--- config.mk ---
export PLATFORM = sky130hd
export DESIGN_NAME = adc_nch_tap_cal_flat
export DESIGN_NICKNAME = d
export VERILOG_FILES = /design/src/rtl/adc_cal_pkg.sv /design/src/rtl/adc_nch_tap_cal_if.sv /design/src/rtl/adc_win_tracker.sv /design/src/rtl/adc_nch_tap_cal.sv /design/src/flat_wrapper.sv
export SDC_FILE = /design/constraint.sdc
export NUM_CORES = 1
export LEC_CHECK = 0
export CAP_MARGIN = 10
export CORE_ASPECT_RATIO = 0.9
export CORE_UTILIZATION = 40
export DETAILED_ROUTE_END_ITERATION = 10
export PLACE_DENSITY = 0.69
export SLEW_MARGIN = 25
export SYNTH_ARGS = -nofsm -noshare
export SYNTH_HDL_FRONTEND = slang
export SYNTH_HIERARCHICAL = 1
export SYNTH_SLANG_ARGS = --single-unit
--- constraint.sdc ---
create_clock -name ADCLK_100M -period 4.7 [get_ports ADCLK_100M]
set_input_delay 1.175 -clock ADCLK_100M [delete_from_list [all_inputs] [get_ports ADCLK_100M]]
set_output_delay 1.175 -clock ADCLK_100M [all_outputs]
set_load 0.1 [all_outputs]
--- src/rtl/adc_cal_pkg.sv ---
// adc_cal_pkg: FSM state encoding and default calibration constants
package adc_cal_pkg;
    typedef enum logic [2:0] {IDLE, LOAD, SETTLE, CHECK, EVAL, CENTER, NEXT_CH, DONE} cal_state_t;
    localparam logic [15:0] CAL_TRAIN_PAT = 16'hA5C3;
    localparam int CAL_DEF_TAP = 12;
    localparam int CAL_MIN_WIN = 4;
endpackage

--- src/rtl/adc_nch_tap_cal_if.sv ---
// adc_nch_tap_cal_if: calibration control, ADC data and delay-line tap bus
interface adc_nch_tap_cal_if #(
    parameter int CH_NUM = 4,
    parameter int DATA_W = 16,
    parameter int TAP_W  = 5
);
    logic                       CAL_START;
    logic [CH_NUM*DATA_W-1:0]   CH_DATA_IN;
    logic [CH_NUM*DATA_W-1:0]   CH_DATA_OUT;
    logic [CH_NUM*TAP_W-1:0]    DLY_TAP_OUT;
    logic [CH_NUM-1:0]          DLY_LOAD;
    logic [CH_NUM-1:0]          CAL_FAIL;
    logic                       DATA_VALID;
    logic                       CAL_BUSY;
    logic                       CAL_DONE;
    modport master (
        output CAL_START, CH_DATA_IN,
        input  CH_DATA_OUT, DLY_TAP_OUT, DLY_LOAD, CAL_FAIL, DATA_VALID, CAL_BUSY, CAL_DONE
    );
    modport slave (
        input  CAL_START, CH_DATA_IN,
        output CH_DATA_OUT, DLY_TAP_OUT, DLY_LOAD, CAL_FAIL, DATA_VALID, CAL_BUSY, CAL_DONE
    );
endinterface

--- src/rtl/adc_win_tracker.sv ---
// adc_win_tracker: tracks the current passing-tap run and the longest run seen
module adc_win_tracker #(
    parameter int TAP_W = 5
) (
    input  logic             clk,
    input  logic             rst_n,
    input  logic             clear,
    input  logic             upd,
    input  logic             pass,
    input  logic             close,
    input  logic [TAP_W-1:0] tap,
    output logic [TAP_W-1:0] best_start,
    output logic [TAP_W:0]   best_len
);
    logic [TAP_W-1:0] cur_start, bst_start;
    logic [TAP_W:0]   cur_len, bst_len;
    logic             take;
    // an open run only displaces the stored best when strictly longer, so ties keep the earlier run
    assign take       = cur_len > bst_len;
    assign best_start = take ? cur_start : bst_start;
    assign best_len   = take ? cur_len : bst_len;
    // run bookkeeping: extend on pass, commit and restart on fail or close
    always_ff @(posedge clk or negedge rst_n) begin
        if (!rst_n) begin
            cur_start <= '0;
            cur_len   <= '0;
            bst_start <= '0;
            bst_len   <= '0;
        end else if (clear) begin
            cur_start <= '0;
            cur_len   <= '0;
            bst_start <= '0;
            bst_len   <= '0;
        end else if (close || (upd && !pass)) begin
            bst_start <= best_start;
            bst_len   <= best_len;
            cur_len   <= '0;
        end else if (upd) begin
            if (cur_len == '0) cur_start <= tap;
            cur_len <= cur_len + 1'b1;
        end
    end
endmodule

--- src/rtl/adc_nch_tap_cal.sv ---
// adc_nch_tap_cal: per-channel IDELAY tap sweep against a training word, centres each channel in its widest eye
module adc_nch_tap_cal import adc_cal_pkg::*; #(
    parameter int                CH_NUM     = 4,
    parameter int                DATA_W     = 16,
    parameter int                TAP_W      = 5,
    parameter logic [DATA_W-1:0] TRAIN_PAT  = DATA_W'(CAL_TRAIN_PAT),
    parameter int                SETTLE_CYC = 16,
    parameter int                CHECK_CYC  = 64,
    parameter int                MIN_WIN    = CAL_MIN_WIN,
    parameter int                DEF_TAP    = CAL_DEF_TAP
) (
    input logic             ADCLK_100M,
    input logic             IO_RST_N,
    adc_nch_tap_cal_if.slave bus
);
    localparam int CH_W  = CH_NUM > 1 ? $clog2(CH_NUM) : 1;
    localparam int CNT_W = $clog2((SETTLE_CYC > CHECK_CYC ? SETTLE_CYC : CHECK_CYC) + 1);

    cal_state_t                      state, state_n;
    logic [CH_W-1:0]                 ch;
    logic [TAP_W-1:0]                tap, best_start, ctr;
    logic [TAP_W:0]                  best_len, ctr_w;
    logic [CNT_W-1:0]                cnt;
    logic                            ok, start, busy, done, good, tap_max, ch_last;
    logic                            trk_clear, trk_upd, trk_close;
    logic [CH_NUM-1:0][TAP_W-1:0]    taps;
    logic [CH_NUM-1:0]               load, fail;
    logic [CH_NUM*DATA_W-1:0]        data_q;
    logic [DATA_W-1:0]               word;

    assign start   = bus.CAL_START;
    assign tap_max = &tap;
    assign ch_last = ch == CH_W'(CH_NUM - 1);
    assign word    = bus.CH_DATA_IN[int'(ch)*DATA_W +: DATA_W];
    assign good    = best_len >= (TAP_W + 1)'(MIN_WIN);
    assign ctr_w   = {1'b0, best_start} + (best_len >> 1);
    assign ctr     = ctr_w[TAP_W] ? '1 : ctr_w[TAP_W-1:0];

    adc_win_tracker #(.TAP_W(TAP_W)) u_trk (
        .clk        (ADCLK_100M),
        .rst_n      (IO_RST_N),
        .clear      (trk_clear),
        .upd        (trk_upd),
        .pass       (ok),
        .close      (trk_close),
        .tap        (tap),
        .best_start (best_start),
        .best_len   (best_len)
    );

    // state register; reset aborts any sweep in progress
    always_ff @(posedge ADCLK_100M or negedge IO_RST_N) begin
        if (!IO_RST_N) state <= IDLE;
        else           state <= state_n;
    end

    // sweep sequencing: load, settle, check, evaluate each tap, then centre and move to next channel
    always_comb begin
        state_n = state;
        case (state)
            IDLE, DONE: state_n = start ? LOAD : state;
            LOAD:       state_n = SETTLE;
            SETTLE:     state_n = cnt == CNT_W'(SETTLE_CYC - 1) ? CHECK : SETTLE;
            CHECK:      state_n = cnt == CNT_W'(CHECK_CYC - 1) ? EVAL : CHECK;
            EVAL:       state_n = tap_max ? CENTER : LOAD;
            CENTER:     state_n = NEXT_CH;
            NEXT_CH:    state_n = ch_last ? DONE : LOAD;
            default:    state_n = IDLE;
        endcase
    end

    // status and tracker control decoded from state
    always_comb begin
        busy      = !(state == IDLE || state == DONE);
        done      = state == DONE;
        trk_clear = (!busy && start) || state == NEXT_CH;
        trk_upd   = state == EVAL;
        trk_close = state == CENTER;
    end

    // datapath: dwell counter, pattern match, tap registers with their load strobes, fail flags, data pipe
    always_ff @(posedge ADCLK_100M or negedge IO_RST_N) begin
        if (!IO_RST_N) begin
            ch     <= '0;
            tap    <= '0;
            cnt    <= '0;
            ok     <= 1'b0;
            taps   <= {CH_NUM{TAP_W'(DEF_TAP)}};
            load   <= '0;
            fail   <= '0;
            data_q <= '0;
        end else begin
            data_q <= bus.CH_DATA_IN;
            load   <= '0;
            cnt    <= (state_n == state && (state == SETTLE || state == CHECK)) ? cnt + 1'b1 : '0;
            if (!busy && start) begin
                ch   <= '0;
                tap  <= '0;
                fail <= '0;
            end
            if (state == LOAD) begin
                taps[ch] <= tap;
                load[ch] <= 1'b1;
                ok       <= 1'b1;
            end
            if (state == CHECK) ok <= ok && word == TRAIN_PAT;
            if (state == EVAL && !tap_max) tap <= tap + 1'b1;
            if (state == CENTER) begin
                taps[ch] <= good ? ctr : TAP_W'(DEF_TAP);
                load[ch] <= 1'b1;
                fail[ch] <= fail[ch] | !good;
            end
            if (state == NEXT_CH) begin
                tap <= '0;
                if (!ch_last) ch <= ch + 1'b1;
            end
        end
    end

    assign bus.DLY_TAP_OUT = taps;
    assign bus.DLY_LOAD    = load;
    assign bus.CH_DATA_OUT = data_q;
    assign bus.CAL_FAIL    = fail;
    assign bus.CAL_BUSY    = busy;
    assign bus.CAL_DONE    = done;
    assign bus.DATA_VALID  = done && !(|fail);
endmodule

--- src/flat_wrapper.sv ---
// flat-port wrapper written by rule: the top's interface ports become plain ports
module adc_nch_tap_cal_flat import adc_cal_pkg::*;
#(
    parameter int                CH_NUM     = 4,
    parameter int                DATA_W     = 16,
    parameter int                TAP_W      = 5,
    parameter logic [DATA_W-1:0] TRAIN_PAT  = DATA_W'(CAL_TRAIN_PAT),
    parameter int                SETTLE_CYC = 16,
    parameter int                CHECK_CYC  = 64,
    parameter int                MIN_WIN    = CAL_MIN_WIN,
    parameter int                DEF_TAP    = CAL_DEF_TAP
)
  (ADCLK_100M, IO_RST_N, bus_CAL_START, bus_CH_DATA_IN, bus_CH_DATA_OUT, bus_DLY_TAP_OUT, bus_DLY_LOAD, bus_CAL_FAIL, bus_DATA_VALID, bus_CAL_BUSY, bus_CAL_DONE);
  adc_nch_tap_cal_if #(.CH_NUM(CH_NUM), .DATA_W(DATA_W), .TAP_W(TAP_W)) bus_i ();
  input logic ADCLK_100M;
  input logic IO_RST_N;
  input wire logic [$bits(bus_i.CAL_START)-1:0] bus_CAL_START;
  input wire logic [$bits(bus_i.CH_DATA_IN)-1:0] bus_CH_DATA_IN;
  output wire logic [$bits(bus_i.CH_DATA_OUT)-1:0] bus_CH_DATA_OUT;
  output wire logic [$bits(bus_i.DLY_TAP_OUT)-1:0] bus_DLY_TAP_OUT;
  output wire logic [$bits(bus_i.DLY_LOAD)-1:0] bus_DLY_LOAD;
  output wire logic [$bits(bus_i.CAL_FAIL)-1:0] bus_CAL_FAIL;
  output wire logic [$bits(bus_i.DATA_VALID)-1:0] bus_DATA_VALID;
  output wire logic [$bits(bus_i.CAL_BUSY)-1:0] bus_CAL_BUSY;
  output wire logic [$bits(bus_i.CAL_DONE)-1:0] bus_CAL_DONE;
  assign bus_i.CAL_START = bus_CAL_START;
  assign bus_i.CH_DATA_IN = bus_CH_DATA_IN;
  assign bus_CH_DATA_OUT = bus_i.CH_DATA_OUT;
  assign bus_DLY_TAP_OUT = bus_i.DLY_TAP_OUT;
  assign bus_DLY_LOAD = bus_i.DLY_LOAD;
  assign bus_CAL_FAIL = bus_i.CAL_FAIL;
  assign bus_DATA_VALID = bus_i.DATA_VALID;
  assign bus_CAL_BUSY = bus_i.CAL_BUSY;
  assign bus_CAL_DONE = bus_i.CAL_DONE;
  adc_nch_tap_cal #(.CH_NUM(CH_NUM), .DATA_W(DATA_W), .TAP_W(TAP_W), .TRAIN_PAT(TRAIN_PAT), .SETTLE_CYC(SETTLE_CYC), .CHECK_CYC(CHECK_CYC), .MIN_WIN(MIN_WIN), .DEF_TAP(DEF_TAP)) u_core (.ADCLK_100M(ADCLK_100M), .IO_RST_N(IO_RST_N), .bus(bus_i));
endmodule
==> metrics.txt <==
status finished clean; CP endpoint kind flip-flop; Final Hold Viols 0; Setup WS post-layout 981.0 ps; grt ovf 0; layout cells sized above 1 ~11%; clock slew seen by the registers of the worst setup and hold paths 60 ps; 1st-iter DRT viols 209; VDD IR max between 0.0002 and 0.0003 V; internal power 0.002299 W; met2 Track Usage GR 34.92%; Ys Warns 6; Antenna Violating Nets Remaining 0; Core Area 13460 sq um; Pre-antenna DRT Iters 4; Die W 126.3 um; setup TNS 0 ps; Area growth syn-to-layout 41.98%; design area 7893 sq um; CP max stage cell fa_1; critical path class reg -> reg; Comb power frac 25.0%; postcts setup bufs 0; CP Max Fanout 7; hold_buf cts 0; total CTS buffers 17; most frequent cells in the layout clkdlybuf4s50_1, dfrtp_1, nor2_1; post-place setup slack 1002 ps; DRC viols 0; critical hold path startpoint u_core/cnt[0]; nets@finish between 700 and 800; CP arrival 3990 ps; Slew Limit Fails 0; relative slew slack 31.90%; later-pin clock latency in the skew report 420 ps; Worst Tran Pin Value 1018 ps; M1 GR Usage 26.69%; CTS tree yes; num ports 162; fmax 268.9 MHz; vias 4067; CTS resizes 0; Net Switching 0.001201 W; pwr dens approximately 440 nW/um^2; Leakage Power 3.391 nW; max_cap viols 0; routed wire length 13990 um; Layout Skew 7.086 ps; Final setup viols 0; Cells after Synth 456; Clock Sinks 132; syn_nets 545; GRT Total Usage a little over a fifth; delay-heaviest family, CP compound AO/OA/AOI/OAI gates; most common cell after layout, fill and taps aside clkdlybuf4s50_1; Vias/cell ~5; GR peak layer met2; H-tree depth 4; Flop pwr share 38.7%; nature of the critical path startpoint flip-flop; Placement Cell Area around 7300 sq um; first-pass GRT wire length 22830 um; RSZ-0062 raised after global routing no; synthesized area 5559 sq um; Worst Setup SP u_core/u_trk/cur_len[3]; Initial Utilization 41.29%; # rows 40; die height 113.8 um; clock group share of total power 36.2%; Inserted Diodes 0; Root Buffer clkbuf_16; crit-path cells ha_1, nand4_1, o21bai_4, a31oi_1, buf_4, mux2_4, fa_1, a21oi_1, o21bai_1, a21boi_1, o31ai_2, a41oi_1; post-DP HPWL 10370 um; fin crit period around 3700 ps; initial antenna violation count 0; M3 GR Usage 3.705%; switch share between 30% and 40%; reg2reg start u_core/u_trk/cur_len[3]; clk buf depth 2; port bufs roughly 160; slowest stage delay, CP roughly 460 ps; WP buf/inv 1; DR WL/cell 17.31 um; largest net degree at the start of global routing 82; syn avg cell area 12.19 sq um; period utilization 79.13%; Routability Congestion 0.8249; vias in the first global route between 4000 and 5000; worst path required time 4980 ps; HP Class reg -> reg; die area 14370 sq um
worst register-to-register path, stage by stage, from the launching register on:
cell	delay, ps
dfrtp_1	450
ha_1	330
nand4_1	130
o21bai_4	200
a31oi_1	440
buf_4	300
mux2_4	330
fa_1	460
a21oi_1	210
o21bai_1	80
a21boi_1	140
o31ai_2	340
a41oi_1	160
flip-flops by register name (all words and copies together), names as in the netlist:
signal,count
u_core/u_trk/bst_start,5
u_core/u_trk/bst_len,6
u_core/tap,5
u_core/ok,1
u_core/u_trk/cur_start,5
u_core/bus.DLY_TAP_OUT,20
u_core/state,3
u_core/bus.CAL_FAIL,4
u_core/ch,2
u_core/cnt,7
u_core/u_trk/cur_len,6
u_core/bus.DLY_LOAD,4
u_core/bus.CH_DATA_OUT,64
worst paths after layout:
check / endpoint / slack (ps) / cells after the start
setup / recovery: u_core/bus.DLY_TAP_OUT[19] / 980 / 12
hold reg to reg: u_core/cnt[0] / 450 / 1
min in group asynchronous: u_core/bus.CH_DATA_OUT[21] / 780 / 1
setup reg to reg: u_core/bus.DLY_TAP_OUT[19] / 980 / 12
hold / removal: u_core/cnt[0] / 450 / 1
max in group asynchronous: u_core/bus.DLY_TAP_OUT[17] / 3010 / 2
power by group through the flow:
stage	sequential [W]	clock [W]	combinational, W
global route	0.00137	0.00134	0.000932
global placement	0.00137	0	0.000867
floorplan	0.00175	0	0.000236
detailed placement	0.00137	0	0.000875
CTS	0.00135	0.00129	0.000880
finish	0.00136	0.00127	0.000877
stage by stage:
step	hold WS [ps]	total power, W	util (%)	instances
after floorplan	421.2	0.001986	-	456
after global placement	435.9	0.002234	54.31	776
after detailed placement	446.1	0.002249	54.31	776
after CTS	456.1	0.003526	58.60	808
after global routing	478.6	0.003641	58.62	808
final	452.1	0.003500	58.62	808
layer usage:
metal	share of wire (%)	vias to the layer above
met1	46	2003
li1	-	1955
met2	50	91
met4	1.7	0
met5	0	-
met3	3.0	18
cell type report:
type | count | area, sq um
fillers | 1082 | 5570
flip-flops and latches | 132 | 3313
multi-input cells | 292 | 2086
repair buffers | 165 | 1635
clock buffers | 24 | 501.7
well taps | 168 | 210.2
clock inverters | 8 | 75.07
inverters | 19 | 71.32
Note: power is estimated with default switching activity, not from simulation.
